[src/rtl/n64_poll_sequencer.sv]
// N64 controller poll sequencer: probes with STATUS until a pad answers, then
// issues POLL once per period and publishes the reply as the button word.
`timescale 1ns/1ps
module n64_poll_sequencer #(
  parameter int unsigned POLL_PERIOD = 200000,
  parameter int unsigned RX_TIMEOUT  = 2000,
  parameter int unsigned START_WAIT  = 4
) (
  input  logic        clk,
  input  logic        rst,
  output logic [7:0]  cmd_byte,
  output logic        cmd_en,
  input  logic        cmd_busy,
  output logic        rx_en,
  input  logic        rx_bit_valid,
  input  logic        rx_bit,
  output logic [31:0] buttons,
  output logic        buttons_valid,
  output logic        connected,
  output logic [7:0]  fault_count
);

  localparam int PW   = $clog2(POLL_PERIOD);
  localparam int TMAX = (RX_TIMEOUT > START_WAIT) ? int'(RX_TIMEOUT) : int'(START_WAIT);
  localparam int TW   = $clog2(TMAX + 1);
  localparam logic [PW-1:0] PERIOD_LAST = PW'(POLL_PERIOD - 1);
  localparam logic [TW-1:0] RX_LOAD     = TW'(RX_TIMEOUT - 1);
  localparam logic [TW-1:0] START_LOAD  = TW'(START_WAIT - 1);

  typedef enum logic [2:0] {
    S_IDLE       = 3'd0,
    S_SEND       = 3'd1,
    S_WAIT_START = 3'd2,
    S_WAIT_TX    = 3'd3,
    S_RECV       = 3'd4,
    S_DONE       = 3'd5,
    S_FAULT      = 3'd6
  } state_t;

  state_t      state_q, state_d;
  logic [PW-1:0] period_q, period_d;
  logic [TW-1:0] timer_q, timer_d;
  logic [31:0] shift_q, shift_d;
  logic [5:0]  count_q, count_d;
  logic [5:0]  nbits_q, nbits_d;
  logic [7:0]  cmd_byte_q, cmd_byte_d;
  logic        cmd_en_q, cmd_en_d;
  logic        rx_en_q, rx_en_d;
  logic [31:0] buttons_q, buttons_d;
  logic        buttons_valid_q, buttons_valid_d;
  logic        connected_q, connected_d;
  logic [7:0]  fault_count_q, fault_count_d;
  logic        tick_s;
  logic [5:0]  count_inc_s;

  // Next-state and datapath; the timer counts down from LOAD and expires at zero.
  always_comb begin
    state_d         = state_q;
    timer_d         = timer_q;
    shift_d         = shift_q;
    count_d         = count_q;
    nbits_d         = nbits_q;
    cmd_byte_d      = cmd_byte_q;
    buttons_d       = buttons_q;
    buttons_valid_d = 1'b0;
    connected_d     = connected_q;
    fault_count_d   = fault_count_q;
    count_inc_s     = count_q + 6'd1;
    tick_s          = (period_q == PERIOD_LAST);
    if (tick_s) begin
      period_d = '0;
    end else begin
      period_d = period_q + PW'(1);
    end

    case (state_q)
      S_IDLE: begin
        if (tick_s) begin
          state_d    = S_SEND;
          cmd_byte_d = connected_q ? 8'h01 : 8'h00;
          nbits_d    = connected_q ? 6'd32 : 6'd24;
        end else begin
          state_d = S_IDLE;
        end
      end
      S_SEND: begin
        state_d = S_WAIT_START;
        timer_d = START_LOAD;
      end
      S_WAIT_START: begin
        if (cmd_busy) begin
          state_d = S_WAIT_TX;
        end else if (timer_q == '0) begin
          state_d = S_FAULT;
        end else begin
          timer_d = timer_q - TW'(1);
        end
      end
      S_WAIT_TX: begin
        if (!cmd_busy) begin
          state_d = S_RECV;
          shift_d = 32'h0000_0000;
          count_d = 6'd0;
          timer_d = RX_LOAD;
        end else begin
          state_d = S_WAIT_TX;
        end
      end
      S_RECV: begin
        if (rx_bit_valid) begin
          shift_d = {shift_q[30:0], rx_bit};
          count_d = count_inc_s;
          timer_d = RX_LOAD;
          if (count_inc_s == nbits_q) begin
            state_d = S_DONE;
          end else begin
            state_d = S_RECV;
          end
        end else if (timer_q == '0) begin
          state_d = S_FAULT;
        end else begin
          timer_d = timer_q - TW'(1);
        end
      end
      S_DONE: begin
        state_d = S_IDLE;
        if (cmd_byte_q == 8'h01) begin
          buttons_d       = shift_q;
          buttons_valid_d = 1'b1;
        end else begin
          connected_d = 1'b1;
        end
      end
      S_FAULT: begin
        state_d     = S_IDLE;
        connected_d = 1'b0;
        if (fault_count_q != 8'hFF) begin
          fault_count_d = fault_count_q + 8'd1;
        end else begin
          fault_count_d = fault_count_q;
        end
      end
      default: begin
        state_d = S_IDLE;
      end
    endcase

    // Strobes are registered from the next state so they align with the state they belong to.
    cmd_en_d = (state_d == S_SEND);
    rx_en_d  = (state_d == S_RECV);
  end

  // State and output registers.
  always_ff @(posedge clk or posedge rst) begin
    if (rst) begin
      state_q         <= S_IDLE;
      period_q        <= '0;
      timer_q         <= '0;
      shift_q         <= 32'h0000_0000;
      count_q         <= 6'd0;
      nbits_q         <= 6'd24;
      cmd_byte_q      <= 8'h00;
      cmd_en_q        <= 1'b0;
      rx_en_q         <= 1'b0;
      buttons_q       <= 32'h0000_0000;
      buttons_valid_q <= 1'b0;
      connected_q     <= 1'b0;
      fault_count_q   <= 8'h00;
    end else begin
      state_q         <= state_d;
      period_q        <= period_d;
      timer_q         <= timer_d;
      shift_q         <= shift_d;
      count_q         <= count_d;
      nbits_q         <= nbits_d;
      cmd_byte_q      <= cmd_byte_d;
      cmd_en_q        <= cmd_en_d;
      rx_en_q         <= rx_en_d;
      buttons_q       <= buttons_d;
      buttons_valid_q <= buttons_valid_d;
      connected_q     <= connected_d;
      fault_count_q   <= fault_count_d;
    end
  end

  assign cmd_byte      = cmd_byte_q;
  assign cmd_en        = cmd_en_q;
  assign rx_en         = rx_en_q;
  assign buttons       = buttons_q;
  assign buttons_valid = buttons_valid_q;
  assign connected     = connected_q;
  assign fault_count   = fault_count_q;

endmodule
[config.mk]
export PLATFORM = sky130hd
export DESIGN_NAME = n64_poll_sequencer
export DESIGN_NICKNAME = d
export VERILOG_FILES = /design/src/rtl/n64_poll_sequencer.sv
export SDC_FILE = /design/constraint.sdc
export NUM_CORES = 1
export LEC_CHECK = 0
export BUFFER_PORTS_ARGS = -buffer_cell sky130_fd_sc_hd__buf_4
export CAP_MARGIN = 20
export CORE_ASPECT_RATIO = 1.75
export CORE_MARGIN = 3
export CORE_UTILIZATION = 33
export CTS_CLUSTER_DIAMETER = 120
export DETAILED_ROUTE_END_ITERATION = 16
export PLACE_DENSITY = 0.48
export SYNTH_ARGS = -nofsm -noshare
export SYNTH_HDL_FRONTEND = slang
export SYNTH_SLANG_ARGS = --single-unit
[constraint.sdc]
create_clock -name clk -period 5.4 [get_ports clk]
set_input_delay 0.54 -clock clk [delete_from_list [all_inputs] [get_ports clk]]
set_output_delay 0.54 -clock clk [all_outputs]
set_load 0.02 [all_outputs]
==> impl_metrics.json <==
{
  "rows": 59,
  "final_cell_mix": "122 x nand2_1, 115 x dfrtp_1, 53 x buf_4, 33 x a22o_1, 24 x nor2_1",
  "hold_path_class": "input port to asynchronous set/reset pin",
  "die_x_um": 100,
  "die_area_um2": 17100,
  "initial_core_util_pct": 34.1,
  "p_per_area_nw_per_um2": 327,
  "syn_area_um2": 5130,
  "cts.reportedPaths.clkPinSlew_ns": 0.06,
  "cp.arrival_ns": 2.96,
  "r2r_end": "count_q[3]",
  "path_buf_inv": 0,
  "ir_drop_uv": 181,
  "vias_per_cell": 4.97,
  "rsz0062_at_grt": "no",
  "relSlewSlack_pct": 33.0,
  "cts_max_path_buffers": 2,
  "crit_slowest_cell": "nand2_2",
  "grt_first_pass_wirelength_um": 18900,
  "holdWs_ns": 0.348,
  "hpwlAfterDp_um": 7560,
  "swShare_pct": 21.5,
  "yosysWarnings": 0,
  "r2r.worst_path.cells": 5,
  "synthFlopType": "dfrtp_1",
  "period_minus_slack_ns": 2.68,
  "pre_cts_ws_ns": 2.71,
  "ys_ff_latch": 116,
  "first_iter_violations": 157,
  "end_kind": "flop",
  "io_pins": 57,
  "period_share_pct": 49.7,
  "num-nets-final": 562,
  "synth-seq-area-share_pct": 56.6,
  "synthDistinctLibCells": 59,
  "p_leak_nw": 3.15,
  "grt_max_degree": 75,
  "grt_overflow_total": 0,
  "synth_edf_count": 0,
  "path_cells": "or3b_2, o21ai_1, nand2_2, o21ai_0, o31ai_1",
  "hold_viol_final": 0,
  "maxCapViolCount": 0,
  "start_kind": "flop",
  "grt_pass1_vias": 3834,
  "cts.hold.buffers_added": 0,
  "core_um2": 15100,
  "worst-slew-pin-transition_ns": 1.00,
  "place_congestion": 0.795,
  "r2r_setup_slack_ns": 2.72,
  "drc": 0,
  "vias": 3713,
  "async_reset_ff_share_pct": 100,
  "final-max-slew-violation-count": 0,
  "areaGrowthSynthToFinish_pct": 21.8,
  "antenna_found_initial": 0,
  "utilization_pct": 41.5,
  "setup_viol": 0,
  "switchingPower_w": 0.000440,
  "cts_resized": 0,
  "crit_family": "simple AND/OR/NAND/NOR gates",
  "wl_per_cell_um": 14.8,
  "pwr-share-comb_pct": 1.3,
  "die_h_um": 171,
  "layout_setup_ws_ns": 2.72,
  "first_pass_iters": 4,
  "fin_setup_tns_ns": 0,
  "diodes": 0,
  "grt.total_usage_pct": 13.9,
  "cp_slowest_stage_delay_ns": 0.61,
  "post-cts-setup-buffers": 0,
  "cts_htree_levels": 4,
  "status": "finished clean",
  "p_clk_share_pct": 56.2,
  "fin_skew_ns": 0.00723,
  "layout_commonest_cell": "nand2_1",
  "crit_fanout": 42,
  "cts_root_buf": "clkbuf_16",
  "clock-sinks": 116,
  "netlist_instances": 504,
  "synth.avg_cell_area_um2": 10.2,
  "cp.required_ns": 5.67,
  "drt-total-wl_um": 11000,
  "clock_latency_ns": 0.41,
  "critPathKind": "flop to flop",
  "layout-drive-gt1-share_pct": 16.7,
  "seq_power_share_pct": 42.6,
  "drtAntennaViolNets": 0,
  "intPower_w": 0.00160,
  "reg2reg_from": "state_q[0]",
  "port_buffers": 49,
  "fmax_ghz": 0.373,
  "tritoncts": "done",
  "cts_buffers": 17
}
## flip-flops by register name, summed over array words and instances, names as in the netlist, 2 cells and up
signal,cells
timer_q,11
state_q,3
buttons,32
shift_q,32
period_q,18
nbits_q,2
fault_count,8
count_q,6
## Yosys cell counts (all sizes together), types with 3 or more instances
library cell / count / share of area (%)
a21oi: 10 / 1.0
a22o: 33 / 5.6
and3: 4 / 0.49
buf: 14 / 1.8
clkbuf: 17 / 1.2
dfrtp: 115 / 56
ha: 6 / 1.5
inv: 12 / 0.88
nand2: 123 / 9.0
nand2b: 5 / 0.61
nand3: 19 / 1.9
nand4: 8 / 0.97
nor2: 24 / 1.8
nor2b: 6 / 0.73
nor3: 7 / 0.78
nor4: 4 / 0.49
o211ai: 5 / 0.73
o21ai: 19 / 1.9
o22a: 4 / 0.68
o31ai: 3 / 0.71
or3: 5 / 0.61
xnor2: 12 / 2.0
xor2: 11 / 1.9
## kinds of logic (layout without fill, tap and decap cells)
group	Yosys count	count (layout)	share of synthesized area (%)
fa+ha+maj	6	6	1.46
mux	3	3	0.609
other cells	1	7	0.0730
compound gates	92	92	13.5
flops	116	116	56.6
xor+xnor	24	24	4.36
simple gates	219	219	19.5
buf+inv	43	97	3.90
## final cells by class
| type | count | area, um2 |
|---|---|---|
| Fill cell | 1508 | 8800 |
| Tap cell | 183 | 229 |
| Inverter | 12 | 47.5 |
| Clock inverter | 14 | 178 |
| Timing Repair Buffer | 53 | 398 |
| Clock buffer | 18 | 429 |
| Multi-Input combinational cell | 351 | 2070 |
| Sequential cell | 116 | 2900 |
## power by group through the flow
stage,Combinational [W],Clock (W),Sequential (W)
4_1_cts,0.0000275,0.00118,0.000870
3_5_place_dp,0.0000276,0,0.000885
5_1_grt,0.0000305,0.00122,0.000869
6_report,0.0000257,0.00115,0.000870
3_3_place_gp,0.0000272,0,0.000885
2_1_floorplan,0.0000208,0,0.000885
## stage by stage
| stage | instances | cell area (um2) | power (W) |
|---|---|---|---|
| finish | 747 | 6250 | 0.00204 |
| global placement | 715 | 5650 | 0.000912 |
| CTS | 747 | 6250 | 0.00207 |
| floorplan | 510 | 5160 | 0.000906 |
| global route | 747 | 6250 | 0.00212 |
| detailed placement | 715 | 5650 | 0.000913 |
## layer usage
metal	global-route usage, %	vias to the layer above	wire length (um)
met3	4.08	11	349
met1	16.3	1817	4720
met4	4.28	0	183
li1	-	1835	-
met2	24.4	50	5780
met5	0	-	0
## worst max path at each step
stage,start,endpoint,slack (ns),cells past startpoint
finish,state_q[0],count_q[3],2.72,5
global route,state_q[0],count_q[2],2.56,5
CTS,state_q[0],count_q[2],2.71,5
detailed placement,state_q[0],count_q[2],2.71,5
global placement,state_q[0],count_q[2],2.77,5
floorplan,rst,buttons[0],1.79,1
(Power assumes the default switching activity.)
